`src/rtl/prime_pkg.sv`:
```
// Shared definitions for the prime sweep controller slice.
//   W_DEF     : default candidate/count width (matches prime unit sw width)
//   PRIME_RES : prime unit result value that means "prime"
//   state_t   : sweep sequencer states
package prime_pkg;

    localparam int   W_DEF     = 16;
    localparam logic PRIME_RES = 1'b0;

    typedef enum logic [2:0] {
        ST_IDLE   = 3'd0,
        ST_ISSUE  = 3'd1,
        ST_SETTLE = 3'd2,
        ST_WAIT   = 3'd3,
        ST_EMIT   = 3'd4,
        ST_NEXT   = 3'd5,
        ST_DONE   = 3'd6
    } state_t;

endpackage

```
`src/rtl/prime_sweep_ctrl_if.sv`:
```
// Bus interfaces used by prime_sweep_ctrl.
//   prime_unit_if   : link to the prime-test unit
//       p_sw  candidate, p_go start pulse (master -> unit)
//       p_stp done, p_res result 0=prime (unit -> master)
//   prime_stream_if : valid/ready stream of primes
//       out_valid, out_data (master -> consumer), out_ready (consumer -> master)
interface prime_unit_if
    import prime_pkg::*;
#(
    parameter int W = W_DEF
);
    logic [W-1:0] p_sw;
    logic         p_go;
    logic         p_stp;
    logic         p_res;

    modport master (output p_sw, output p_go, input  p_stp, input  p_res);
    modport slave  (input  p_sw, input  p_go, output p_stp, output p_res);
endinterface

interface prime_stream_if
    import prime_pkg::*;
#(
    parameter int W = W_DEF
);
    logic         out_valid;
    logic [W-1:0] out_data;
    logic         out_ready;

    modport master (output out_valid, output out_data, input  out_ready);
    modport slave  (input  out_valid, input  out_data, output out_ready);
endinterface

```
`src/rtl/prime_wdog.sv`:
```
// Loadable watchdog down-counter.
//   clk, rst_n  : clock, synchronous active-low reset
//   clr_i       : force count to zero (highest priority)
//   load_i      : load load_val_i
//   en_i        : count down while waiting
//   expire_o    : high while enabled and the count has reached zero
// Loading N gives expiry on the (N+1)-th enabled cycle.
module prime_wdog
    import prime_pkg::*;
#(
    parameter int CW = 16
) (
    input  logic          clk,
    input  logic          rst_n,
    input  logic          clr_i,
    input  logic          load_i,
    input  logic [CW-1:0] load_val_i,
    input  logic          en_i,
    output logic          expire_o
);

    logic [CW-1:0] cnt_q, cnt_d;

    always_comb begin
        cnt_d = cnt_q;
        if (clr_i) begin
            cnt_d = '0;
        end else if (load_i) begin
            cnt_d = load_val_i;
        end else if (en_i && (cnt_q != '0)) begin
            cnt_d = cnt_q - 1'b1;
        end
    end

    always_ff @(posedge clk) begin
        if (!rst_n) begin
            cnt_q <= '0;
        end else begin
            cnt_q <= cnt_d;
        end
    end

    assign expire_o = en_i && (cnt_q == '0);

endmodule

```
`src/rtl/prime_sweep_ctrl.sv`:
```
// Sweeps an attached prime-test unit over [lo, hi] and streams primes out.
//   clk, rst_n   : clock, synchronous active-low reset
//   start, abort : sweep request / cancel (abort has priority)
//   lo, hi       : inclusive candidate range, sampled on accepted start
//   busy, done   : sweep in progress / one-cycle completion pulse
//   err          : sticky watchdog timeout, cleared on accepted start
//   count        : primes emitted this sweep, saturating
//   pu           : prime unit link (master side)
//   ps           : prime output stream (master side)
//
// state  | meaning
// IDLE   | waiting for start
// ISSUE  | drive candidate, pulse p_go (skip if below MIN_CAND)
// SETTLE | one dead cycle, p_stp may still be stale from last candidate
// WAIT   | wait for p_stp, watchdog running
// EMIT   | hold prime on stream until accepted
// NEXT   | stop at last candidate or advance
// DONE   | one-cycle done pulse
module prime_sweep_ctrl
    import prime_pkg::*;
#(
    parameter int W        = W_DEF,
    parameter int MIN_CAND = 2,
    parameter int WDOG     = 65535
) (
    input  logic           clk,
    input  logic           rst_n,
    input  logic           start,
    input  logic           abort,
    input  logic [W-1:0]   lo,
    input  logic [W-1:0]   hi,
    output logic           busy,
    output logic           done,
    output logic           err,
    output logic [W-1:0]   count,
    prime_unit_if.master   pu,
    prime_stream_if.master ps
);

    localparam int            CW        = $clog2(WDOG + 1);
    localparam logic [CW-1:0] WDOG_LOAD = CW'(WDOG - 1);
    localparam logic [W-1:0]  MIN_C     = W'(MIN_CAND);

    state_t       state_q, state_d;
    logic [W-1:0] cur_q, cur_d;
    logic [W-1:0] last_q, last_d;
    logic [W-1:0] count_q, count_d;
    logic         err_q, err_d;
    logic [W-1:0] p_sw_q, p_sw_d;
    logic [W-1:0] out_data_q, out_data_d;

    logic go;
    logic valid;
    logic wd_load;
    logic wd_en;
    logic wd_expire;

    prime_wdog #(.CW(CW)) u_wdog (
        .clk        (clk),
        .rst_n      (rst_n),
        .clr_i      (abort),
        .load_i     (wd_load),
        .load_val_i (WDOG_LOAD),
        .en_i       (wd_en),
        .expire_o   (wd_expire)
    );

    always_comb begin
        state_d    = state_q;
        cur_d      = cur_q;
        last_d     = last_q;
        count_d    = count_q;
        err_d      = err_q;
        p_sw_d     = p_sw_q;
        out_data_d = out_data_q;
        go         = 1'b0;
        valid      = 1'b0;
        wd_load    = 1'b0;
        wd_en      = 1'b0;

        if (abort) begin
            // Cancel outright: nothing issued or handed over this cycle.
            state_d = ST_IDLE;
        end else begin
            case (state_q)
                ST_IDLE: begin
                    if (start) begin
                        cur_d   = lo;
                        last_d  = hi;
                        count_d = '0;
                        err_d   = 1'b0;
                        if (lo > hi) begin
                            state_d = ST_DONE;
                        end else begin
                            p_sw_d  = lo;
                            state_d = ST_ISSUE;
                        end
                    end
                end
                ST_ISSUE: begin
                    if (cur_q < MIN_C) begin
                        state_d = ST_NEXT;
                    end else begin
                        go      = 1'b1;
                        state_d = ST_SETTLE;
                    end
                end
                ST_SETTLE: begin
                    wd_load = 1'b1;
                    state_d = ST_WAIT;
                end
                ST_WAIT: begin
                    wd_en = 1'b1;
                    if (pu.p_stp) begin
                        if (pu.p_res == PRIME_RES) begin
                            out_data_d = cur_q;
                            state_d    = ST_EMIT;
                        end else begin
                            state_d = ST_NEXT;
                        end
                    end else if (wd_expire) begin
                        err_d   = 1'b1;
                        state_d = ST_NEXT;
                    end
                end
                ST_EMIT: begin
                    valid = 1'b1;
                    if (ps.out_ready) begin
                        if (count_q != {W{1'b1}}) begin
                            count_d = count_q + 1'b1;
                        end
                        state_d = ST_NEXT;
                    end
                end
                ST_NEXT: begin
                    // Compare before increment so hi = all-ones cannot wrap.
                    if (cur_q == last_q) begin
                        state_d = ST_DONE;
                    end else begin
                        cur_d   = cur_q + 1'b1;
                        p_sw_d  = cur_q + 1'b1;
                        state_d = ST_ISSUE;
                    end
                end
                ST_DONE: begin
                    state_d = ST_IDLE;
                end
                default: begin
                    state_d = ST_IDLE;
                end
            endcase
        end
    end

    always_ff @(posedge clk) begin
        if (!rst_n) begin
            state_q    <= ST_IDLE;
            cur_q      <= '0;
            last_q     <= '0;
            count_q    <= '0;
            err_q      <= 1'b0;
            p_sw_q     <= '0;
            out_data_q <= '0;
        end else begin
            state_q    <= state_d;
            cur_q      <= cur_d;
            last_q     <= last_d;
            count_q    <= count_d;
            err_q      <= err_d;
            p_sw_q     <= p_sw_d;
            out_data_q <= out_data_d;
        end
    end

    assign busy         = (state_q != ST_IDLE) && (state_q != ST_DONE);
    assign done         = (state_q == ST_DONE);
    assign err          = err_q;
    assign count        = count_q;
    assign pu.p_sw      = p_sw_q;
    assign pu.p_go      = go;
    assign ps.out_valid = valid;
    assign ps.out_data  = out_data_q;

endmodule

```
`src/flat_wrapper.sv`:
```
// flat-port wrapper written by rule: the top's interface ports become plain ports
module prime_sweep_ctrl_flat import prime_pkg::*;
#(
    parameter int W        = W_DEF,
    parameter int MIN_CAND = 2,
    parameter int WDOG     = 65535
)
  (clk, rst_n, start, abort, lo, hi, busy, done, err, count, pu_p_sw, pu_p_go, pu_p_stp, pu_p_res, ps_out_valid, ps_out_data, ps_out_ready);
  prime_unit_if #(.W(W)) pu_i ();
  prime_stream_if #(.W(W)) ps_i ();
  input  logic clk;
  input  logic rst_n;
  input  logic start;
  input  logic abort;
  input  logic [W-1:0] lo;
  input  logic [W-1:0] hi;
  output logic busy;
  output logic done;
  output logic err;
  output logic [W-1:0] count;
  output wire logic [$bits(pu_i.p_sw)-1:0] pu_p_sw;
  output wire logic [$bits(pu_i.p_go)-1:0] pu_p_go;
  input wire logic [$bits(pu_i.p_stp)-1:0] pu_p_stp;
  input wire logic [$bits(pu_i.p_res)-1:0] pu_p_res;
  output wire logic [$bits(ps_i.out_valid)-1:0] ps_out_valid;
  output wire logic [$bits(ps_i.out_data)-1:0] ps_out_data;
  input wire logic [$bits(ps_i.out_ready)-1:0] ps_out_ready;
  assign pu_p_sw = pu_i.p_sw;
  assign pu_p_go = pu_i.p_go;
  assign pu_i.p_stp = pu_p_stp;
  assign pu_i.p_res = pu_p_res;
  assign ps_out_valid = ps_i.out_valid;
  assign ps_out_data = ps_i.out_data;
  assign ps_i.out_ready = ps_out_ready;
  prime_sweep_ctrl #(.W(W), .MIN_CAND(MIN_CAND), .WDOG(WDOG)) u_core (.clk(clk), .rst_n(rst_n), .start(start), .abort(abort), .lo(lo), .hi(hi), .busy(busy), .done(done), .err(err), .count(count), .pu(pu_i), .ps(ps_i));
endmodule
```
`config.mk`:
```
export PLATFORM = sky130hd
export DESIGN_NAME = prime_sweep_ctrl_flat
export DESIGN_NICKNAME = d
export VERILOG_FILES = /design/src/rtl/prime_pkg.sv /design/src/rtl/prime_sweep_ctrl_if.sv /design/src/rtl/prime_wdog.sv /design/src/rtl/prime_sweep_ctrl.sv /design/src/flat_wrapper.sv
export SDC_FILE = /design/constraint.sdc
export NUM_CORES = 1
export LEC_CHECK = 0
export CAP_MARGIN = 30
export CELL_PAD_IN_SITES_DETAIL_PLACEMENT = 2
export CELL_PAD_IN_SITES_GLOBAL_PLACEMENT = 2
export CORE_AREA = 2 2 129 131
export CTS_BUF_LIST = sky130_fd_sc_hd__clkbuf_8 sky130_fd_sc_hd__clkbuf_16
export CTS_CLUSTER_SIZE = 40
export DETAILED_ROUTE_END_ITERATION = 16
export DIE_AREA = 0 0 131 133
export PLACE_DENSITY = 0.84
export SYNTH_ARGS = -nofsm -noshare
export SYNTH_HDL_FRONTEND = slang
export SYNTH_SLANG_ARGS = --single-unit
```
`constraint.sdc`:
```
create_clock -name clk -period 4.69 [get_ports clk]
set_input_delay 0.938 -clock clk [delete_from_list [all_inputs] [get_ports clk]]
set_output_delay 0.938 -clock clk [all_outputs]
set_load 0.02 [all_outputs]
```
==> reports/metrics.cfg, run 1 <==
[clocking]
cts.repair.resized=0
cts_root_buf=clkbuf_16
clock_latency_ns=0.36
clock_sinks=100
cts_buffers=9
path_clk_slew_ns=0.07
cts_tree=yes
h-tree-depth=3
cts_setup_buffers=0
clk_path_buf_depth=2
ctsHoldBuffers=0

[timing]
hold_ws_ns=0.464
max-slew-margin-rel=0.293
finalHoldViolCount=0
fmax_mhz=281
finalSetupViolCount=0
grt_setup_unrepaired=no
finalCritPeriodShare=0.758
layout_min_cycle_time_ns=3.56
fin_setup_tns_ns=0
drv_slew=0
fin_ws_ns=1.13
tightestPinTransition_ns=1.06
fin_skew_ns=0.00886

[global_routing]
grt_pass1_vias=5468
grt_pass1_wl_um=29200
grt_max_degree=84
grt_usage=0.216
antenna_found_initial=0
grt_remaining_overflow=0

[pwr]
pwr-share-seq=0.470
p_per_area_nw_per_um2=296
p_comb_frac=0.153
vdd_drop_max_mv=0.184
netSwitchingFraction=0.287
pwr-share-clk=0.377
leakage_nw=2.31
intPower_mw=1.41
p_sw_mw=0.566

[placed_design]
post-dp-hpwl_um=13400
numPortBuffers=91
routabilityCongestion=0.854
placed_cell_area_um2=6390
dp_slack_ns=1.17

[detailed_routing]
wirelength_um=18200
vias_per_cell=5.28
drc=0
num_vias=4966
routedWlPerCell_um=19.3
dr.first_iter.drc_count=215
ant_nets=0
drt_pass1_iterations=6

[critical_path]
r2r_cells=7
crit_required_ns=3.75
critPathKind=in2out
cp_data_arrival_time_ns=2.62
path_max_fanout=10
cp-end-kind=primary output
start_kind=input port

[run_status]
status=finished, final reports clean

[logic_synthesis]
synthDistinctLibCells=52
syn_area_um2=5350
synth_common_cells=dfxtp_1 (100), nand2_1 (100), nor2_1 (49)
yosys.area.top_type=dfxtp_1
yosys_warnings=0
syn-instance-count=657
ys.flop_type=dfxtp_1
synth_edf_count=0
synthArstFlopShare=0
synth_top_area_frac=0.375
synthesis.nets=716
syn_avg_cell_area_um2=8.14
ys_top_cells_by_area=dfxtp_1 (37%), nand2_1 (7.0%), xnor2_1 (6.2%), mux2i_1 (6.2%), ha_1 (4.7%)
ys_seq_area_frac=0.375
ys_seq_elements=100

[floorplanning]
die_h_um=133
die_w_um=131
dieArea_um2=17400
start_util=0.331
coreArea_um2=16200
floorplan.rows=47
ios=92

[cells_and_area]
fin_nets=776
fin_area_um2=6670
drive_gt1_frac=0.0444
antenna_cells=0
areaGrowthSynthToFinish_pct=24.9

[min_path]
min_path_cells=2
hold_class=reg2reg

[job]
drv_cap=0

logic make-up (layout without fill, tap and decap cells):
kind of cell | Yosys count | count (layout) | synth area share
buffers and inverters | 72 | 136 | 0.0550
xor gates and xnor gates | 54 | 54 | 0.0885
muxes | 33 | 33 | 0.0618
and+or+nand+nor | 276 | 276 | 0.254
adders and majority gates | 20 | 20 | 0.0468
DFF | 100 | 100 | 0.375
AOI/OAI and AO/OA | 102 | 102 | 0.119
area by class of cell:
class                      instances  area (um2)
clock inverter                     4        32.5
multi-input combinational        485        3070
timing repair buffer              96         951
inverter                          25        93.8
clock buffer                      11         253
tap                              220         275
sequential                       100        2000
fill                            1813        9500
per-layer routing:
| metal | global-route usage | wire length, um | up-vias |
|---|---|---|---|
| met5 | 0 | 0 | - |
| met3 | 0.0267 | 677 | 34 |
| met4 | 0.0804 | 442 | 0 |
| met1 | 0.264 | 7740 | 2464 |
| li1 | - | - | 2352 |
| met2 | 0.382 | 9330 | 116 |
stage by stage:
step | power (mW) | cells | util
2_1_floorplan | 1.11 | 657 | -
3_3_place_gp | 1.22 | 925 | 0.394
3_5_place_dp | 1.25 | 926 | 0.395
4_1_cts | 1.99 | 941 | 0.413
5_1_grt | 2.06 | 941 | 0.413
6_report | 1.97 | 941 | 0.413
cell usage in the layout (no fill, tap or decap), types with 14 or more instances in the layout:
| cell type | n |
|---|---|
| dfxtp_1 | 100 |
| nor2_1 | 49 |
| nor2b_1 | 28 |
| nor3_1 | 18 |
| a21oi_1 | 41 |
| mux2i_1 | 33 |
| ha_1 | 20 |
| xnor2_1 | 38 |
| nand4_1 | 14 |
| a21boi_0 | 15 |
| o21ai_0 | 14 |
| nand2_1 | 100 |
| xor2_1 | 16 |
| inv_1 | 25 |
| clkdlybuf4s50_1 | 90 |
| nand3_1 | 16 |
registers in the layout, summed over array words and instances (netlist names):
signal / flops
u_core.ps.out_data: 16
u_core.u_wdog.cnt_q: 16
u_core.cur_q: 16
u_core.pu.p_sw: 16
u_core.err: 1
u_core.count: 16
u_core.state_q: 3
u_core.last_q: 16
critical path: stages:
cell and delay (ns):
clkdlybuf4s50_1 0.62, nor4_1 0.38, clkdlybuf4s50_1 0.67
power groups by stage:
stage | sequential [mW] | combinational, mW | clock, mW
5_1_grt | 0.931 | 0.331 | 0.794
4_1_cts | 0.926 | 0.305 | 0.762
3_5_place_dp | 0.945 | 0.300 | 0
3_3_place_gp | 0.943 | 0.280 | 0
2_1_floorplan | 0.922 | 0.193 | 0
6_report | 0.927 | 0.302 | 0.744
worst paths after layout:
path | from | endpoint | slack (ns)
setup / recovery | abort | pu_p_go | 1.13
hold / removal | u_core.pu.p_sw[7] | u_core.pu.p_sw[7] | 0.46
setup reg to reg | u_core.state_q[2] | u_core.count[13] | 1.75
hold reg to reg | u_core.pu.p_sw[7] | u_core.pu.p_sw[7] | 0.46
No activity file was read; power rests on OpenSTA's default activity.
==> run 2, diff against run 1 <==
--- a/config.mk
+++ b/config.mk
@@ -8,12 +8,12 @@
 export CAP_MARGIN = 30
 export CELL_PAD_IN_SITES_DETAIL_PLACEMENT = 2
 export CELL_PAD_IN_SITES_GLOBAL_PLACEMENT = 2
-export CORE_AREA = 2 2 129 131
+export CORE_AREA = 2 2 142 144
 export CTS_BUF_LIST = sky130_fd_sc_hd__clkbuf_8 sky130_fd_sc_hd__clkbuf_16
 export CTS_CLUSTER_SIZE = 40
 export DETAILED_ROUTE_END_ITERATION = 16
-export DIE_AREA = 0 0 131 133
-export PLACE_DENSITY = 0.84
+export DIE_AREA = 0 0 144 146
+export PLACE_DENSITY = 0.74
 export SYNTH_ARGS = -nofsm -noshare
 export SYNTH_HDL_FRONTEND = slang
 export SYNTH_SLANG_ARGS = --single-unit
==> constraint.sdc (replaced) <==
create_clock -name clk -period 2.9 [get_ports clk]
set_input_delay 0.58 -clock clk [delete_from_list [all_inputs] [get_ports clk]]
set_output_delay 0.58 -clock clk [all_outputs]
set_load 0.02 [all_outputs]
==> reports/metrics.cfg, run 2 (synthesis gave the netlist of run 1 again) <==
[run_status]
status=finished, final reports clean

[global_routing]
grt_max_degree=54  ; -36%
grt_remaining_overflow=0  ; unchanged
grt_usage=0.179  ; -0.0363
grt_pass1_wl_um=29700  ; +1.8%
antenna_found_initial=0  ; unchanged
grt_pass1_vias=5490  ; +0.40%

[pwr]
p_per_area_nw_per_um2=476  ; +61%
p_comb_frac=0.173  ; +0.020
power.total_mw=3.33  ; +69%
leakage_nw=2.48  ; +7.7%
intPower_mw=2.39  ; +70%
netSwitchingFraction=0.283  ; -0.00430
pwr-share-clk=0.391  ; +0.014
p_sw_mw=0.942  ; +66%
vdd_drop_max_mv=0.260  ; +41%
pwr-share-seq=0.436  ; -0.034

[cells_and_area]
mostFrequentLayoutCells=nand2_1 (100), dfxtp_1 (100), clkdlybuf4s50_1 (90), nor2_1 (49), a21oi_1 (41)
fill_cells=2189  ; +21%
fin_nets=807  ; +4.0%
fin_area_um2=7010  ; +5.0%
drive_gt1_frac=0.0876  ; +0.0433
antenna_cells=0  ; unchanged
areaGrowthSynthToFinish_pct=31.1
multiInputGateArea_um2=3070  ; +0.24%
final_util=0.362  ; -0.0504
ff_latch_area_um2=2000  ; unchanged

[critical_path]
crit_chain=nor4_1 -> and4_2 -> nor4_1 -> buf_4 -> clkdlybuf4s50_1
worst-path-buf-inv=2  ; unchanged
cp_common_cell=nor4_1
regToRegSetupSlack_ns=0.44  ; -1.31 ns
critPathKind=reg2out
crit_family=simple AND/OR/NAND/NOR gates
path_max_fanout=4  ; -6
crit_slowest_cell=clkdlybuf4s50_1
r2r_cells=8  ; +1
crit_required_ns=2.32  ; -1.43 ns
crit_path_max_incr_delay_ns=0.52  ; -0.15 ns
cp_data_arrival_time_ns=2.20  ; -0.42 ns
r2r_end=u_core.u_wdog.cnt_q[7]
worstReg2RegStart=u_core.u_wdog.cnt_q[0]
cp-end-kind=primary output
start_kind=register

[timing]
fin_skew_ns=0.00844  ; -0.000421 ns
finalCritPeriodShare=0.957
grt_setup_unrepaired=no
max-slew-margin-rel=0.622  ; +0.330
fmax_mhz=360
finalSetupViolCount=0  ; unchanged
layout_min_cycle_time_ns=2.78
drv_slew=0  ; unchanged
tightestPinTransition_ns=0.566  ; -0.491 ns
finalHoldViolCount=0  ; unchanged
fin_ws_ns=0.124  ; -1.01 ns

[floorplanning]
floorplan.rows=51  ; +8.5%
dieArea_um2=21000  ; +21%
die_w_um=144  ; +9.9%
die_h_um=146  ; +9.8%
ios=92  ; unchanged
start_util=0.276  ; -0.0541
coreArea_um2=19300  ; +20%

[detailed_routing]
vias_per_cell=4.84  ; -8.3%
drt_pass1_iterations=4  ; -2
drc=0  ; unchanged
ant_nets=0  ; unchanged
dr.first_iter.drc_count=255  ; +19%
wirelength_um=18200  ; +0.32%
num_vias=4925  ; -0.83%
routedWlPerCell_um=17.9  ; -7.3%

[clocking]
cts_buffers=9  ; unchanged
h-tree-depth=3  ; unchanged
clock_sinks=100  ; unchanged
path_clk_slew_ns=0.08  ; about the same
cts_setup_buffers=0  ; unchanged
cts_root_buf=clkbuf_16
cts_tree=yes
clock_latency_ns=0.35  ; about the same
ctsHoldBuffers=0  ; unchanged
cts.repair.resized=0  ; unchanged
clk_path_buf_depth=2  ; unchanged

[placed_design]
routabilityCongestion=0.808  ; -5.4%
post-dp-hpwl_um=14100  ; +5.3%
numPortBuffers=91  ; unchanged
dp_slack_ns=-0.0433  ; -1.21 ns
placed_cell_area_um2=6680  ; +4.6%

[min_path]
min_to=u_core.pu.p_sw[8]
hp-start=u_core.pu.p_sw[8]
hold_class=reg2reg
min_path_cells=2  ; unchanged

[job]
drv_cap=0  ; unchanged

-- run 2: changes by cell type in the layout (fill, tap and decap cells not counted), sizes merged --
cell,previous run,this run
inv,27,29
clkbuf,11,10
clkinvlp,1,0
bufinv,0,1
buf,6,37
-- run 2: worst max path at each step --
stage | start | endpoint | slack [ns] | cells after the start
floorplan | hi[11] | u_core.pu.p_sw[10] | 0.62 | 10
global placement | abort | pu_p_go | 0.06 | 4
detailed placement | hi[1] | u_core.pu.p_sw[10] | -0.04 | 10
CTS | u_core.cur_q[7] | pu_p_go | 0.06 | 5
global route | u_core.cur_q[15] | pu_p_go | 0.07 | 5
finish | u_core.cur_q[15] | pu_p_go | 0.12 | 5
-- run 2: per-layer routing --
metal | global-route usage | wire length, um | up-vias
li1 | - | - | 2417
met1 | 0.227 | 8220 | 2423
met2 | 0.322 | 9420 | 74
met3 | 0.0197 | 442 | 11
met4 | 0.0456 | 176 | 0
met5 | 0 | 0 | -
-- run 2: worst reg2reg max path, stage by stage (launching register included) --
cell      delay [ns]
dfxtp_1         0.34
inv_1           0.10
ha_1            0.16
or4b_2          0.59
or4_4           0.48
nand4b_1        0.31
nor4_1          0.11
xnor2_1         0.14
a21oi_1         0.16
-- run 2: stage by stage --
stage               instances  hold slack [ns]  TNS [ns]
floorplan                 657            0.474         0
global placement         1002            0.450         0
detailed placement       1002            0.453    -0.107
CTS                      1018            0.469         0
global route             1018            0.493         0
finish                   1018            0.466         0
-- run 2: cell type report --
| cell class | instances | area share |
|---|---|---|
| flip-flops and latches | 100 | 0.286 |
| repair buffers | 127 | 0.170 |
| well taps | 265 | 0.0473 |
| clock buffers | 10 | 0.0341 |
| inverters | 25 | 0.0134 |
| clock inverters | 6 | 0.0109 |
| multi-input cells | 485 | 0.439 |
-- run 2: power by group through the flow --
stage / logic [mW] / registers, mW / clock network [mW]
2_1_floorplan: 0.312 / 1.49 / 0
3_3_place_gp: 0.556 / 1.48 / 0
3_5_place_dp: 0.577 / 1.49 / 0
4_1_cts: 0.582 / 1.45 / 1.34
5_1_grt: 0.633 / 1.46 / 1.40
6_report: 0.575 / 1.45 / 1.30
==> run 3, diff against run 2 <==
--- a/config.mk
+++ b/config.mk
@@ -13,6 +13,7 @@
 export CTS_CLUSTER_SIZE = 40
 export DETAILED_ROUTE_END_ITERATION = 16
 export DIE_AREA = 0 0 144 146
+export MAX_ROUTING_LAYER = met4
 export PLACE_DENSITY = 0.74
 export SYNTH_ARGS = -nofsm -noshare
 export SYNTH_HDL_FRONTEND = slang
==> constraint.sdc (replaced) <==
create_clock -name clk -period 2.9 [get_ports clk]
set_input_delay 0.58 -clock clk [delete_from_list [all_inputs] [get_ports clk]]
set_output_delay 0.58 -clock clk [all_outputs]
set_load 0.05 [all_outputs]
==> reports/metrics.cfg, run 3 (synthesis gave the netlist of run 1 again) <==
[run_status]
status=finished, final reports clean

[timing]
fmax_mhz=366  ; +1.7%
fin_skew_ns=0.00616  ; -0.00228 ns
finalSetupViolCount=0  ; unchanged
fin_ws_ns=0.171  ; +0.0469 ns
finalHoldViolCount=0  ; unchanged
layout_min_cycle_time_ns=2.73  ; -0.0469 ns
grt_setup_unrepaired=no
finalCritPeriodShare=0.941  ; -0.0162
tightestPinTransition_ns=0.574  ; +0.00767 ns
max-slew-margin-rel=0.616  ; -0.00566
drv_slew=0  ; unchanged

[clocking]
ctsHoldBuffers=0  ; unchanged
cts_setup_buffers=0  ; unchanged
clock_latency_ns=0.35  ; about the same
cts_tree=yes
path_clk_slew_ns=0.08  ; about the same
cts_buffers=9  ; unchanged
cts_root_buf=clkbuf_16
cts.repair.resized=0  ; unchanged
clock_sinks=100  ; unchanged
clk_path_buf_depth=2  ; unchanged
h-tree-depth=3  ; unchanged

[cells_and_area]
mostFrequentLayoutCells=nand2_1 (100), dfxtp_1 (100), clkdlybuf4s50_1 (88), nor2_1 (49), a21oi_1 (41)
drive_gt1_frac=0.0692  ; -0.0184
fin_nets=791  ; -2.0%
stdcell_count=1002  ; -1.6%
fill_cells=2182  ; -0.32%
areaGrowthSynthToFinish_pct=29.3
antenna_cells=0  ; unchanged

[pwr]
pwr-share-seq=0.444  ; +0.008
p_comb_frac=0.165  ; -0.008
p_per_area_nw_per_um2=486  ; +2.1%
leakage_nw=2.41  ; -3.1%
vdd_drop_max_mv=0.303  ; +17%
intPower_mw=2.37  ; -0.69%
p_sw_mw=0.982  ; +4.2%
pwr-share-clk=0.391  ; about the same
netSwitchingFraction=0.292  ; +0.00988

[global_routing]
grt_remaining_overflow=0  ; unchanged
grt_usage=0.182  ; +0.00263
grt_pass1_wl_um=29200  ; -1.9%
grt_max_degree=41  ; -24%
grt_pass1_vias=5355  ; -2.5%
antenna_found_initial=0  ; unchanged

[critical_path]
start_kind=register
crit_path_max_incr_delay_ns=0.81  ; +0.29 ns
crit_slowest_cell=clkdlybuf4s50_1
critPathKind=reg2out
r2r_end=u_core.count[3]
regToRegSetupSlack_ns=0.28  ; -0.16 ns
endpoint=busy
crit_start=u_core.state_q[0]
r2r_cells=7  ; -1
crit_required_ns=2.32  ; about the same
cp_common_cell=nor2_1
cp-end-kind=primary output
crit_chain=nand2b_1 -> nor2_1 -> nor2_1 -> clkdlybuf4s50_1
cp_data_arrival_time_ns=2.15  ; -0.05 ns
worstReg2RegStart=u_core.state_q[0]
path_max_fanout=12  ; +8

[detailed_routing]
drt_pass1_iterations=4  ; unchanged
wl_met3_um=436  ; -1.4%
routedWlPerCell_um=18.0  ; +0.47%
num_vias=4877  ; -0.97%
route.met2.wl_um=9160  ; -2.7%
wl_met1_um=8060  ; -1.9%
highest_layer=met4
drc=0  ; unchanged
vias_per_cell=4.87  ; +0.61%
wirelength_um=18000  ; -1.1%
ant_nets=0  ; unchanged
dr.first_iter.drc_count=152  ; -40%

[min_path]
hold_class=reg2reg
min_path_cells=2  ; unchanged

[floorplanning]
coreArea_um2=19300  ; unchanged
die_w_um=144  ; unchanged
dieArea_um2=21000  ; unchanged
die_h_um=146  ; unchanged
ios=92  ; unchanged
start_util=0.276  ; unchanged
floorplan.rows=51  ; unchanged

[placed_design]
routabilityCongestion=0.844  ; +4.4%
dp_slack_ns=-0.109  ; -0.0657 ns
dp_cells=986  ; -1.6%
post-dp-hpwl_um=13800  ; -2.3%
numPortBuffers=91  ; unchanged

[job]
drv_cap=0  ; unchanged

run 3: cell count changes in the layout (fill, tap and decap cells not counted), sizes merged:
cell           previous run  this run
buf                      37        23
clkdlybuf4s50            90        88
inv                      29        27
clkinv                    1         2
clkinvlp                  0         1
run 3: cell type report:
type | instances | area (um2) | area share
Timing Repair Buffer | 111 | 1090 | 0.158
Multi-Input combinational cell | 485 | 3070 | 0.445
Sequential cell | 100 | 2000 | 0.290
Clock buffer | 10 | 239 | 0.0346
Clock inverter | 6 | 82.6 | 0.0120
Inverter | 25 | 93.8 | 0.0136
Tap cell | 265 | 332 | 0.0480
run 3: worst min-delay path by stage:
stage	slack, ns	start	end
3_5_place_dp	0.46	u_core.pu.p_sw[10]	u_core.pu.p_sw[10]
2_1_floorplan	0.47	u_core.u_wdog.cnt_q[3]	u_core.u_wdog.cnt_q[3]
3_3_place_gp	0.45	u_core.pu.p_sw[10]	u_core.pu.p_sw[10]
5_1_grt	0.49	u_core.ps.out_data[1]	u_core.ps.out_data[1]
6_report	0.47	u_core.pu.p_sw[14]	u_core.pu.p_sw[14]
4_1_cts	0.47	u_core.pu.p_sw[14]	u_core.pu.p_sw[14]
run 3: per-layer routing:
layer	global-route usage	vias up
met4	0.0618	0
met5	-	-
li1	-	2371
met2	0.309	82
met1	0.222	2401
met3	0.0224	23
run 3: stage by stage:
step / setup TNS [ns] / utilization / power [mW] / instance area (um2) / hold WS, ns
2_1_floorplan: 0 / - / 1.84 / 5350 / 0.474
3_3_place_gp: 0 / 0.341 / 2.05 / 6590 / 0.451
3_5_place_dp: -1.39 / 0.341 / 2.08 / 6590 / 0.456
4_1_cts: 0 / 0.357 / 3.41 / 6910 / 0.474
5_1_grt: 0 / 0.357 / 3.52 / 6910 / 0.493
6_report: 0 / 0.357 / 3.36 / 6910 / 0.466
run 3: power groups by stage:
stage               registers, mW  clock network [mW]  logic, mW
finish                       1.49                1.31      0.554
global route                 1.50                1.41      0.605
floorplan                    1.52                   0      0.321
global placement             1.52                   0      0.535
CTS                          1.49                1.36      0.561
detailed placement           1.52                   0      0.556
run 3: worst max-delay path: cells and delay by family, from the launching register on:
kind	cells	cell delay (ns)
simple gates	3	0.36
buf+inv	1	0.81
flops	1	0.62
==> edit (config.mk and constraints of run 1) <==
Encoding of `state_t`: now one-hot (7 bits for 7 states).
--- a/src/rtl/prime_pkg.sv
+++ b/src/rtl/prime_pkg.sv
@@ -7,14 +7,14 @@
     localparam int   W_DEF     = 16;
     localparam logic PRIME_RES = 1'b0;
 
-    typedef enum logic [2:0] {
-        ST_IDLE   = 3'd0,
-        ST_ISSUE  = 3'd1,
-        ST_SETTLE = 3'd2,
-        ST_WAIT   = 3'd3,
-        ST_EMIT   = 3'd4,
-        ST_NEXT   = 3'd5,
-        ST_DONE   = 3'd6
+    typedef enum logic [6:0] {
+        ST_IDLE   = 7'b0000001,
+        ST_ISSUE  = 7'b0000010,
+        ST_SETTLE = 7'b0000100,
+        ST_WAIT   = 7'b0001000,
+        ST_EMIT   = 7'b0010000,
+        ST_NEXT   = 7'b0100000,
+        ST_DONE   = 7'b1000000
     } state_t;
 
 endpackage
Check against the original RTL: same outputs for any inputs over 4 cycles, from zero or initial values and one cycle with rst_n low; so few cycles prove little.
==> edit against run 1 <==
Setup slack improved by 160 ps; via count increased by 4.8%; final area up 2.0%; fmax rose by 4.8%; synthesized cell count is 3.3% higher; highest routed layer unchanged; sequential cell count up 4; die area is the same; total power down 0.94%; sequential share of layout area up 0.60 points; routed wire length increased by 2.2%; synthesized area grew 2.1%; largest cell class unchanged.
==> edit: results (changes against run 1) <==
metric	value	unit	change
Layout Skew	6.37	ps	was 8.86 ps
DR WL met3	552	µm	was 677 µm
critical path arrival	3630	ps	was 2620 ps
final wirelength	18600	µm	was 18200 µm
DR vias/cell	5.37		was 5.28
Yosys cell types	53		was 52
Reg2Reg Setup Slack	1780	ps	was 1750 ps
global-route wire length before repair	30100	µm	was 29200 µm
NetSw	0.000537	W	was 0.000566 W
part of the cycle the worst path needs	72.3	%	was 75.8%
status	completed		unchanged
# placed instances	954		was 926
placed inst area	6530	µm²	was 6390 µm²
DR iter-0 viols	154		was 215
CP peak stage delay	580	ps	was 670 ps
Worst Hold Slack	464	ps	about the same
Net Count, Synth	738		was 716
R2R depth	6		was 7
reg2reg start	u_core.state_q[4]		was u_core.state_q[2]
HP Start	u_core.pu.p_sw[9]		was u_core.pu.p_sw[7]
Pre-Repair DR Iteration Count	4		was 6
list of most frequent post-synthesis cells	125 x nand2_1, 104 x dfxtp_1, 60 x a21oi_1, 38 x clkbuf_1, 36 x nor2_1		was 100 x dfxtp_1, 100 x nand2_1, 49 x nor2_1, 41 x a21oi_1, 39 x clkbuf_1
Worst Setup SP	hi[15]		was abort
pin count of the biggest net entering global routing	49		was 84
Mean Syn Cell Area	8.04	µm²	was 8.14 µm²
Worst Hold End	u_core.pu.p_sw[9]		was u_core.pu.p_sw[7]
Lkg Pwr	2.42	nW	was 2.31 nW
Worst path slowest cell	a2111oi_0		was clkdlybuf4s50_1
Worst Path Max Fanout	16		was 10
share of layout cells above drive strength 1	5.47	%	was 4.44%
GRT Total Usage	21.9	%	was 21.6%
fill count	1806		was 1813
Slew headroom	35.7	%	was 29.3%
routed wire length on met2	9220	µm	was 9330 µm
crit path to	u_core.pu.p_sw[1]		was pu_p_go
nets	804		was 776
WL met1	8410	µm	was 7740 µm
edit: cell count changes after synthesis, moves of 6 or more:
cell      change
o21ai_0      +17
a31oi_1       +8
a21boi_0     -14
xnor2_1       -6
o31ai_1       +7
or4_1         +9
a21oi_1      +19
or3_1        +18
nor2_1       -13
nor2b_1      -22
nor3_1        -9
nand2_1      +25
xor2_1       -12
edit: worst max-delay path, delay by kind of cell:
family                     cells  cell delay [ps]
and+or+nand+nor                2              390
muxes                          1              330
adders and majority gates      1              310
buffers and inverters          3              760
AOI/OAI and AO/OA              2              880
edit: logic make-up (layout without fill, tap and decap cells):
| logic type | Yosys count | after routing | synth area share [%] |
|---|---|---|---|
| simple gates | 284 | 284 | 26.4 |
| compound gates | 131 | 131 | 13.9 |
| flops | 104 | 104 | 38.2 |
| buf+inv | 73 | 143 | 5.46 |
| xor+xnor | 36 | 36 | 5.78 |
| mux | 31 | 31 | 5.71 |
| fa+ha+maj | 20 | 20 | 4.59 |
edit: area by class of cell:
type / count / area [µm²] / area share (%)
flip-flops and latches: 104 / 2080 / 30.6
clock buffers: 11 / 253 / 3.71
multi-input cells: 502 / 3090 / 45.4
inverters: 28 / 105 / 1.54
clock inverters: 4 / 21.3 / 0.313
well taps: 220 / 275 / 4.04
repair buffers: 100 / 978 / 14.4
edit: power by group through the flow:
stage / Sequential [W] / Clock [W] / Combinational, W
finish: 0.000948 / 0.000726 / 0.000282
global route: 0.000952 / 0.000784 / 0.000309
CTS: 0.000947 / 0.000744 / 0.000283
detailed placement: 0.000968 / 0 / 0.000282
global placement: 0.000964 / 0 / 0.000266
floorplan: 0.000954 / 0 / 0.000168
edit: layer usage:
layer / GRT usage, % / vias up
met5: 0 / -
met4: 7.21 / 0
met3: 2.91 / 22
met2: 37.5 / 86
met1: 28.3 / 2596
li1: - / 2501
